===== src/rtl/temp_poll_seq.sv =====
// Command sequencer for the fan-board temperature sensor: configures it once, then polls MSB/LSB.
// Optional transaction watchdog, error counter and sensor_ok clearing are enabled by TEMP_POLL_WDOG_EN.
module temp_poll_seq #(
  parameter logic [6:0] DEV_ADDR       = 7'h48,
  parameter logic [7:0] CFG_REG        = 8'h01,
  parameter logic [7:0] CFG_DATA       = 8'h60,
  parameter logic [7:0] MSB_REG        = 8'h00,
  parameter logic [7:0] LSB_REG        = 8'h02,
  parameter int unsigned POLL_CYCLES    = 50_000_000,
  parameter int unsigned TIMEOUT_CYCLES = 1_000_000
) (
  input  logic        clk,
  input  logic        rst_n,
  input  logic        enable_i,
  input  logic        i2c_done_i,
  input  logic [7:0]  i2c_rd_data_i,
  output logic [31:0] temp_config_data_o,
  output logic        i2c_start_o,
  output logic [15:0] temp_raw_o,
  output logic        temp_valid_o,
  output logic        sensor_ok_o,
  output logic [7:0]  err_cnt_o
);

  typedef enum logic [3:0] {
    IDLE, CFG_REQ, CFG_WAIT, MSB_REQ, MSB_WAIT, LSB_REQ, LSB_WAIT, UPDATE, PERIOD
  } state_e;

  localparam int PW = $clog2(POLL_CYCLES + 1);
  localparam logic [PW-1:0] POLL_LAST = PW'(POLL_CYCLES - 1);
  localparam logic [PW-1:0] POLL_MAX  = PW'(POLL_CYCLES);

  state_e        state_q, state_d;
  logic [PW-1:0] poll_q, poll_d;
  logic          cfg_pend_q, cfg_pend_d;
  logic [31:0]   config_q, config_d;
  logic          start_q, start_d;
  logic [15:0]   raw_q, raw_d;
  logic          valid_q, valid_d;
  logic          ok_q, ok_d;
  logic [7:0]    msb_hold_q, msb_hold_d;
  logic [7:0]    lsb_hold_q, lsb_hold_d;
  logic          in_wait;
  logic          timeout;

  assign in_wait = (state_q == CFG_WAIT) || (state_q == MSB_WAIT) || (state_q == LSB_WAIT);

`ifdef TEMP_POLL_WDOG_EN
  localparam int WW = $clog2(TIMEOUT_CYCLES + 1);
  localparam logic [WW-1:0] WD_LAST = WW'(TIMEOUT_CYCLES - 1);

  logic [WW-1:0] wdog_q, wdog_d;
  logic [7:0]    err_q, err_d;
  logic          is_req;

  assign is_req  = (state_q == CFG_REQ) || (state_q == MSB_REQ) || (state_q == LSB_REQ);
  // A done arriving on the limit cycle wins, so the limit only fires without done.
  assign timeout = in_wait && !i2c_done_i && (wdog_q == WD_LAST);

  always_comb begin
    wdog_d = wdog_q;
    err_d  = err_q;
    if (is_req) wdog_d = '0;
    else if (in_wait && (wdog_q != WD_LAST)) wdog_d = wdog_q + WW'(1);
    if (timeout && (err_q != 8'hFF)) err_d = err_q + 8'd1;
  end

  always_ff @(posedge clk or negedge rst_n) begin
    if (!rst_n) begin
      wdog_q <= '0;
      err_q  <= '0;
    end else begin
      wdog_q <= wdog_d;
      err_q  <= err_d;
    end
  end

  assign err_cnt_o = err_q;
`else
  assign timeout   = 1'b0;
  assign err_cnt_o = '0;
`endif

  always_ff @(posedge clk or negedge rst_n) begin
    if (!rst_n) begin
      state_q    <= IDLE;
      poll_q     <= '0;
      cfg_pend_q <= 1'b0;
      config_q   <= '0;
      start_q    <= 1'b0;
      raw_q      <= '0;
      valid_q    <= 1'b0;
      ok_q       <= 1'b0;
      msb_hold_q <= '0;
      lsb_hold_q <= '0;
    end else begin
      state_q    <= state_d;
      poll_q     <= poll_d;
      cfg_pend_q <= cfg_pend_d;
      config_q   <= config_d;
      start_q    <= start_d;
      raw_q      <= raw_d;
      valid_q    <= valid_d;
      ok_q       <= ok_d;
      msb_hold_q <= msb_hold_d;
      lsb_hold_q <= lsb_hold_d;
    end
  end

  always_comb begin
    state_d = state_q;
    case (state_q)
      IDLE:     if (enable_i) state_d = CFG_REQ;
      CFG_REQ:  state_d = CFG_WAIT;
      MSB_REQ:  state_d = MSB_WAIT;
      LSB_REQ:  state_d = LSB_WAIT;
      CFG_WAIT: if (i2c_done_i) state_d = MSB_REQ; else if (timeout) state_d = PERIOD;
      MSB_WAIT: if (i2c_done_i) state_d = LSB_REQ; else if (timeout) state_d = PERIOD;
      LSB_WAIT: if (i2c_done_i) state_d = UPDATE;  else if (timeout) state_d = PERIOD;
      UPDATE:   state_d = PERIOD;
      PERIOD: begin
        if (!enable_i) state_d = IDLE;
        else if (poll_q >= POLL_LAST) state_d = cfg_pend_q ? CFG_REQ : MSB_REQ;
      end
      default:  state_d = IDLE;
    endcase
  end

  // Start is dropped on the done cycle itself so the controller never sees a relaunch request.
  always_comb begin
    config_d   = config_q;
    start_d    = in_wait && !i2c_done_i && !timeout;
    raw_d      = raw_q;
    valid_d    = 1'b0;
    ok_d       = ok_q;
    msb_hold_d = msb_hold_q;
    lsb_hold_d = lsb_hold_q;
    cfg_pend_d = cfg_pend_q;
    poll_d     = (poll_q == POLL_MAX) ? poll_q : poll_q + PW'(1);
    case (state_q)
      CFG_REQ: begin
        config_d   = {DEV_ADDR, 1'b0, CFG_REG, 8'h00, CFG_DATA};
        poll_d     = PW'(1);
        cfg_pend_d = 1'b0;
      end
      MSB_REQ: begin
        config_d = {DEV_ADDR, 1'b1, MSB_REG, 8'h00, 8'h00};
        poll_d   = PW'(1);
      end
      LSB_REQ:  config_d = {DEV_ADDR, 1'b1, LSB_REG, 8'h00, 8'h00};
      MSB_WAIT: if (i2c_done_i) msb_hold_d = i2c_rd_data_i;
      LSB_WAIT: if (i2c_done_i) lsb_hold_d = i2c_rd_data_i;
      default: ;
    endcase
    if (state_d == UPDATE) begin
      raw_d   = {msb_hold_q, lsb_hold_d};
      valid_d = 1'b1;
      ok_d    = 1'b1;
    end
    if (timeout) begin
      ok_d = 1'b0;
      if (state_q == CFG_WAIT) cfg_pend_d = 1'b1;
    end
  end

  assign temp_config_data_o = config_q;
  assign i2c_start_o        = start_q;
  assign temp_raw_o         = raw_q;
  assign temp_valid_o       = valid_q;
  assign sensor_ok_o        = ok_q;

endmodule


===== config.mk =====
export PLATFORM = sky130hd
export DESIGN_NAME = temp_poll_seq
export DESIGN_NICKNAME = d
export VERILOG_FILES = /design/src/rtl/temp_poll_seq.sv
export SDC_FILE = /design/constraint.sdc
export NUM_CORES = 1
export LEC_CHECK = 0
export ABC_AREA = 1
export CORE_UTILIZATION = 51
export DETAILED_ROUTE_END_ITERATION = 8
export GPL_TIMING_DRIVEN = 1
export PLACE_DENSITY = 0.88
export SYNTH_ARGS = -nofsm -noshare
export SYNTH_HDL_FRONTEND = slang
export SYNTH_SLANG_ARGS = --single-unit

===== constraint.sdc =====
create_clock -name clk -period 1.8 [get_ports clk]
set_clock_uncertainty 0.15 [all_clocks]
set_input_delay 0.18 -clock clk [delete_from_list [all_inputs] [get_ports clk]]
set_output_delay 0.18 -clock clk [all_outputs]
set_load 0.02 [all_outputs]

After elaboration in Yosys (flattened, before gate mapping)
Cells that the tools add are included.

word-level totals
  register bits = 97
  bits in read-only memories = 0
  logic and storage cells = 43
  bits in writable memories = 0
  memories = 0
  bits in latches = 0
  input bits = 12

operators by class
  mux-type cells = 13
  add/subtract/negate cells = 1
  divide/modulo/power cells = 0
  multipliers = 0
  bitwise operators = 0
  reductions and logical operators = 8
  order comparisons = 1
  equality and inequality tests = 11
  shift-type cells = 0

operators with widths
  cell                                                       count
  one-hot mux 32 bit (3 select lines)                        1
  two-way mux 26 bit                                         2
  one-hot mux 4 bit (9 select lines)                         1
  adder 26 x 1 -> 26 bit, second input constant              1
  equality test 26 bit, second input constant                1
  greater-or-equal comparator 26 bit, second input constant  1
  two-way mux 4 bit                                          6
  equality test 4 x 3 -> 1 bit, second input constant        5
  two-way mux 8 bit                                          2
  equality test 4 x 2 -> 1 bit, second input constant        2
  equality test 4 x 1 -> 1 bit, second input constant        1
  equality test 4 bit, second input constant                 1
  zero test 4 bit                                            1
  nonzero test 3 bit                                         1
  logical OR 1 bit                                           2
  inequality test 2 bit, second input constant               1
  AND reduction 2 bit                                        1
  OR reduction 2 bit                                         1
  logical AND 1 bit                                          1
  zero test 1 bit                                            1
  two-way mux 1 bit                                          1

Logic depth before layout (Yosys ltp)
Gate-level depths: netlist (run 1).

  word-level depth = 6
  mapped depth = 9

Worst setup path before layout (run 1)
No wires, ideal clock.

  kind = register -> register
  start point = register poll_q[0]
  end point = register poll_q[14]
  arrival time = 1.248 ns
  path buffers = 0
  cell stages (with the launch flop) = 9
  slack = 0.281 ns
  cells stage by stage = dfrtp_1 -> ha_1 -> inv_1 -> nor2_1 -> nand2_2 -> nor3_4 -> nand2_2 -> o21ai_0 -> nor2_1

on the way
  longest elaborated chain between the ends = 3
  elaborated cells between the ends (all ways) = 5
  classes of those cells = add/sub: 1; eq/ne: 2; mux: 2

ends and longest elaborated chain
  element                 RTL line  RTL
  start, declared         34        logic [PW-1:0] poll_q, poll_d;
  start signal, assigned  98        poll_q <= poll_d;
  adder 26 x 1 -> 26 bit  139       poll_d = (poll_q == POLL_MAX) ? poll_q : poll_q + PW'(1);
  two-way mux 26 bit      139
  two-way mux 26 bit      140       case (state_q)

Several ways; a longest one is shown, not always the timed one. The select of a mux whose other input is x is not followed.
A chain may end at the register's enable or synchronous reset.

==> results.toml, run 1 <==
[die]
core_sq_um = 6350
std_cell_rows = 29
fp.dieW_microns = 83.3
dieArea_sq_um = 6940
die_height_microns = 83.3
initial_utilization = 0.531
io-pin-count = 71

[global_route]
grt-ovfl-total = 0
grt_max_degree = 45
antenna_found_initial = 0
grt_pass1_wl_microns = 12700
grt_usage = 0.232
grt_pass1_vias = 2801

[setup_path]
crit_family = "buffers and inverters"
cp_max_fo = 4
r2r_cells = 8
critical_path_class = "reg -> out"
path_buf_inv = 1
regToRegEndpoint = "poll_q[14]"
crit_chain = "clkdlybuf4s50_1"
crit_path_max_incr_delay_ps = 630
slowest_stage = "clkdlybuf4s50_1"
reg2reg_slack_ps = 170
critPathLaunchType = "flip-flop"
path_depth = 1
crit_arrival_ps = 1350
endpoint_kind = "output pin"
r2r-start = "poll_q[1]"
required_ps = 1470

[yosys]
netlist_area_sq_um = 3370
synth_flop_cell = "dfrtp_1"
synth_cells = 432
synth_top_cell_by_area = "dfrtp_1"
synth.distinct_cells = 34
synth_seq_cells = 61
synth_edf_count = 0
async_reset_ff_frac = 1.00
yosys_warnings = 0
synth_top_area_frac = 0.453
postSynthAreaPerCell_sq_um = 7.81
synthTopCellsByArea = "dfrtp_1 (45%), nand2_1 (16%), buf_4 (8.2%)"
ys_seq_area_frac = 0.453

[sta]
fin_crit_sh = 0.931
post-route-min-period_ps = 1680
setup_viol = 0
whs_ps = 172
hold_viol = 0
fmax_ghz = 0.597
setup-tns-final_ps = 0
finalMaxSlewViolations = 0
rsz0062_at_grt = "false"

[drt]
viasPerCell = 4.98
drc = 0
drt-initial-drc-count = 209
wirelength_microns = 7370
dr.pass1.iters = 4
via_count = 2789
ant_nets = 0
wl_per_cell_microns = 13.2

[clock_tree]
clk_path_buf_depth = 2
cts_max_level = 3
cts-root-buf = "clkbuf_8"
clkTransAtPathRegs_ps = 70
clkLatencyLatePin_ps = 350
cts_tree = "done"
cts_num_sinks = 61
cts_made_buffers = 9

[pwr]
peakVddDrop_mv = 1.02
switching_share = 0.373
p_int_mw = 3.23
p_total_mw = 5.15
clock_power_share = 0.226
p_switching_mw = 1.92
p_comb_frac = 0.380
p_leak_nw = 1.93
power_density_nw_per_um2 = 1320
p_seq_frac = 0.394

[place]
hpwl_microns = 5470
io_buffers = 37
place_congestion = 0.902

[final_layout]
final_nets = 493
final_util = 0.615
drive_gt1_frac = 0.106
nFillCells = 519
antenna_cells = 0
area_growth_pct = 15.8

[flow_run]
cap_violations = 0

[hold_path]
hold_class = "in -> async"

[status]
status = "finished, final reports clean"
layout by cell type, fill, tap and decap left out, drive strengths merged, types with 4 or more instances in the layout:
cell type	instances
xor2	5
a21oi	6
mux2	8
clkbuf	10
clkdlybuf4s50	36
inv	36
buf	9
nor2	70
nand2	146
nand4	4
nand3	23
conb	33
dfrtp	61
nor3	10
o21ai	6
registers in the layout (all words and copies together) (netlist names):
signal and cells:
i2c_start_o 1, msb_hold_q 8, poll_q 26, sensor_ok_o 1
state_q 4, temp_config_data_o 4, temp_raw_o 16, temp_valid_o 1
final cells by class:
class | instances | area [sq um] | share of cell area
Tap cell | 77 | 96.3 | 0.0247
Timing Repair Buffer | 46 | 448 | 0.115
Inverter | 36 | 135 | 0.0346
Multi-Input combinational cell | 325 | 1520 | 0.389
Clock inverter | 5 | 52.6 | 0.0134
Sequential cell | 61 | 1530 | 0.391
Clock buffer | 10 | 128 | 0.0327
power groups by stage:
stage	clock, mW	sequential (mW)	combinational [mW]
after global placement	0	2.03	1.83
after CTS	1.17	2.03	1.93
after detailed placement	0	2.05	1.90
final	1.16	2.03	1.96
after global routing	1.23	2.07	2.14
after floorplan	0	2.25	1.01
cells by family after synthesis:
logic type      after synthesis  share of synthesized area
simple gates                257                      0.330
buf+inv                      78                      0.133
flops                        61                      0.453
compound gates               17                     0.0286
xor+xnor                      8                     0.0208
mux                           8                     0.0267
fa+ha+maj                     2                    0.00742
other cells                   1                    0.00111
worst register-to-register path: cells and delay by family, from the launching register on:
family                     cells  cell delay [ps]
and+or+nand+nor                5              640
DFF                            1              360
adders and majority gates      1              200
AOI/OAI and AO/OA              1              120
buffers and inverters          1               40
metrics by stage:
stage	cell area, sq um	setup WS, ps	cells
floorplan	3490	281	464
global placement	3700	191	542
detailed placement	3700	139	542
CTS	3890	111	558
global route	3910	2.03	560
finish	3910	125	560
how the worst max path moves through the flow:
stage	start	endpoint	slack (ps)
after floorplan	poll_q[0]	poll_q[14]	280
after global placement	poll_q[0]	poll_q[14]	190
after detailed placement	poll_q[0]	poll_q[14]	140
after CTS	temp_config_data_o[16]	temp_config_data_o[16]	110
after global routing	poll_q[1]	poll_q[14]	2
final	temp_config_data_o[16]	temp_config_data_o[6]	120
synth_stat cells (all sizes together) (2+ instances only):
cell type	instances
dfrtp	61
nor2	70
a31oi	2
nand2	146
xor2	5
ha	2
mux2	8
nor3	10
inv	36
a21oi	6
nand4	4
buf	40
nand3	23
xnor2	3
clkbuf	2
o21ai	6
metal layers:
layer / share of wire / GRT usage / vias to the layer above
li1: - / - / 1369
met5: 0 / 0 / -
met3: 0.064 / 0.0636 / 21
met1: 0.41 / 0.273 / 1295
met4: 0.024 / 0.122 / 0
met2: 0.50 / 0.387 / 104
repair_timing:
action                                  CTS  global route
setup buffers                             0             2
endpoints found under the setup margin    0             3
endpoints found under the hold margin    17             0
gates resized for setup                   0             2
hold buffers                              1             0
No activity file was read; power rests on OpenSTA's default activity.
==> inputs of run 2 (changes only) <==
--- a/config.mk
+++ b/config.mk
@@ -7,7 +7,9 @@
 export LEC_CHECK = 0
 export ABC_AREA = 1
 export CORE_UTILIZATION = 51
+export CTS_BUF_LIST = sky130_fd_sc_hd__clkbuf_16
 export DETAILED_ROUTE_END_ITERATION = 8
+export GPL_ROUTABILITY_DRIVEN = 0
 export GPL_TIMING_DRIVEN = 1
 export PLACE_DENSITY = 0.88
 export SYNTH_ARGS = -nofsm -noshare
==> run 2 against run 1 <==
Against the previous run:
- critical path depth unchanged
- via count increased by 3.3%
- first-iteration DRC count up 33%
- setup slack improved by 8.6 ps
- final area increased by 3.4%
- count of clock-buffer cells in the layout decreased by 1
- largest power group unchanged
==> results.toml, run 2 (synthesis gave the netlist of run 1 again) <==
[status]
status = "finished, final reports clean"

[setup_path]
path_buf_inv = 1
critical_path_class = "reg -> out"
reg2reg_slack_ps = 150
endpoint_kind = "output pin"
required_ps = 1470
slowest_stage = "clkdlybuf4s50_1"
crit_path_max_incr_delay_ps = 630
r2r_cells = 7
critPathLaunchType = "flip-flop"
crit_arrival_ps = 1340
crit_family = "buffers and inverters"
regToRegEndpoint = "poll_q[1]"
r2r-start = "poll_q[15]"
cp_max_fo = 4
path_depth = 1
crit_chain = "clkdlybuf4s50_1"

[sta]
hold_viol = 0
fmax_ghz = 0.600
post-route-min-period_ps = 1670
fin_crit_sh = 0.926
finalMaxSlewViolations = 0
rsz0062_at_grt = "false"
setup-tns-final_ps = 0
setup_viol = 0

[drt]
drt-initial-drc-count = 279
wirelength_microns = 7480
drc = 0
via_count = 2881
ant_nets = 0
dr.pass1.iters = 6
wl_per_cell_microns = 13.4
viasPerCell = 5.15

[place]
io_buffers = 37
hpwl_microns = 5160

[pwr]
p_int_mw = 3.79
p_switching_mw = 2.03
clock_power_share = 0.314
peakVddDrop_mv = 1.08
p_comb_frac = 0.334
p_total_mw = 5.82
p_leak_nw = 1.98
switching_share = 0.349
power_density_nw_per_um2 = 1440
p_seq_frac = 0.352

[final_layout]
largest_reg_flops = 26
area_growth_pct = 19.8
regArea_sq_um = 1530
nFillCells = 499
drive_gt1_frac = 0.102
antenna_cells = 0
multi_input_area_sq_um = 1540
final_nets = 491
layout_commonest_cell = "nand2_1"
layout_common_cells = "nand2_1 (141), nor2_1 (63), dfrtp_1 (61)"
top_register = "poll_q"

[clock_tree]
clk_path_buf_depth = 2
clkLatencyLatePin_ps = 330
cts_max_level = 3
clkTransAtPathRegs_ps = 60
cts_made_buffers = 9
cts_num_sinks = 61
cts_tree = "done"
cts-root-buf = "clkbuf_16"

[hold_path]
hold_class = "in -> async"

[global_route]
busiest_layer = "met2"
grt-ovfl-total = 0
met1_usage = 0.267
grt_pass1_wl_microns = 12800
grt_usage = 0.232
met2_usage = 0.405
met3_usage = 0.0626
antenna_found_initial = 0
grt_max_degree = 62
grt_pass1_vias = 2845

[die]
std_cell_rows = 29
core_sq_um = 6350
io-pin-count = 71
dieArea_sq_um = 6940
fp.dieW_microns = 83.3
initial_utilization = 0.531
die_height_microns = 83.3

[flow_run]
cap_violations = 0
==> run 2: metal layers <==
metal	vias to the layer above	part of all wire
met3	28	0.070
li1	1374	-
met4	0	0.027
met1	1332	0.41
met5	-	0
met2	147	0.50
==> run 2: how the worst max path moves through the flow <==
stage / from / endpoint / slack, ps
global route: poll_q[1] / poll_q[12] / 20
floorplan: poll_q[0] / poll_q[14] / 280
detailed placement: poll_q[0] / poll_q[16] / 140
CTS: temp_config_data_o[16] / temp_config_data_o[6] / 120
global placement: poll_q[0] / poll_q[16] / 200
finish: temp_config_data_o[16] / temp_config_data_o[6] / 130
==> run 2: worst min-delay path, stage by stage <==
cell	delay, ps
dlygate4sd3_1	520
buf_2	120
buf_12	290
==> run 2: per-stage QoR <==
stage / setup WS, ps / hold WS (ps) / instances / area [sq um] / util
2_1_floorplan: 281 / -266 / 464 / 3490 / -
3_3_place_gp: 202 / 65.5 / 541 / 3690 / 0.581
3_5_place_dp: 143 / 67.9 / 541 / 3690 / 0.581
4_1_cts: 124 / 273 / 558 / 4020 / 0.633
5_1_grt: 17.1 / 291 / 559 / 4040 / 0.636
6_report: 133 / 256 / 559 / 4040 / 0.636
==> run 2: layout make-up <==
type | count | share of cell area
Tap cell | 77 | 0.0238
Inverter | 36 | 0.0334
Clock inverter | 7 | 0.0220
Clock buffer | 9 | 0.0557
Sequential cell | 61 | 0.378
Multi-Input combinational cell | 325 | 0.380
Timing Repair Buffer | 44 | 0.107
==> run 2: repair_timing <==
action	CTS	global route
endpoints found under the setup margin	0	2
gates resized for setup	0	4
hold buffers	1	0
setup buffers	0	1
endpoints found under the hold margin	61	0
==> run 2: power groups by stage <==
stage | clock [mW] | combinational [mW] | sequential, mW
floorplan | 0 | 1.01 | 2.25
global placement | 0 | 1.81 | 2.03
detailed placement | 0 | 1.88 | 2.05
CTS | 1.84 | 1.92 | 2.04
global route | 1.91 | 2.12 | 2.10
finish | 1.83 | 1.95 | 2.05
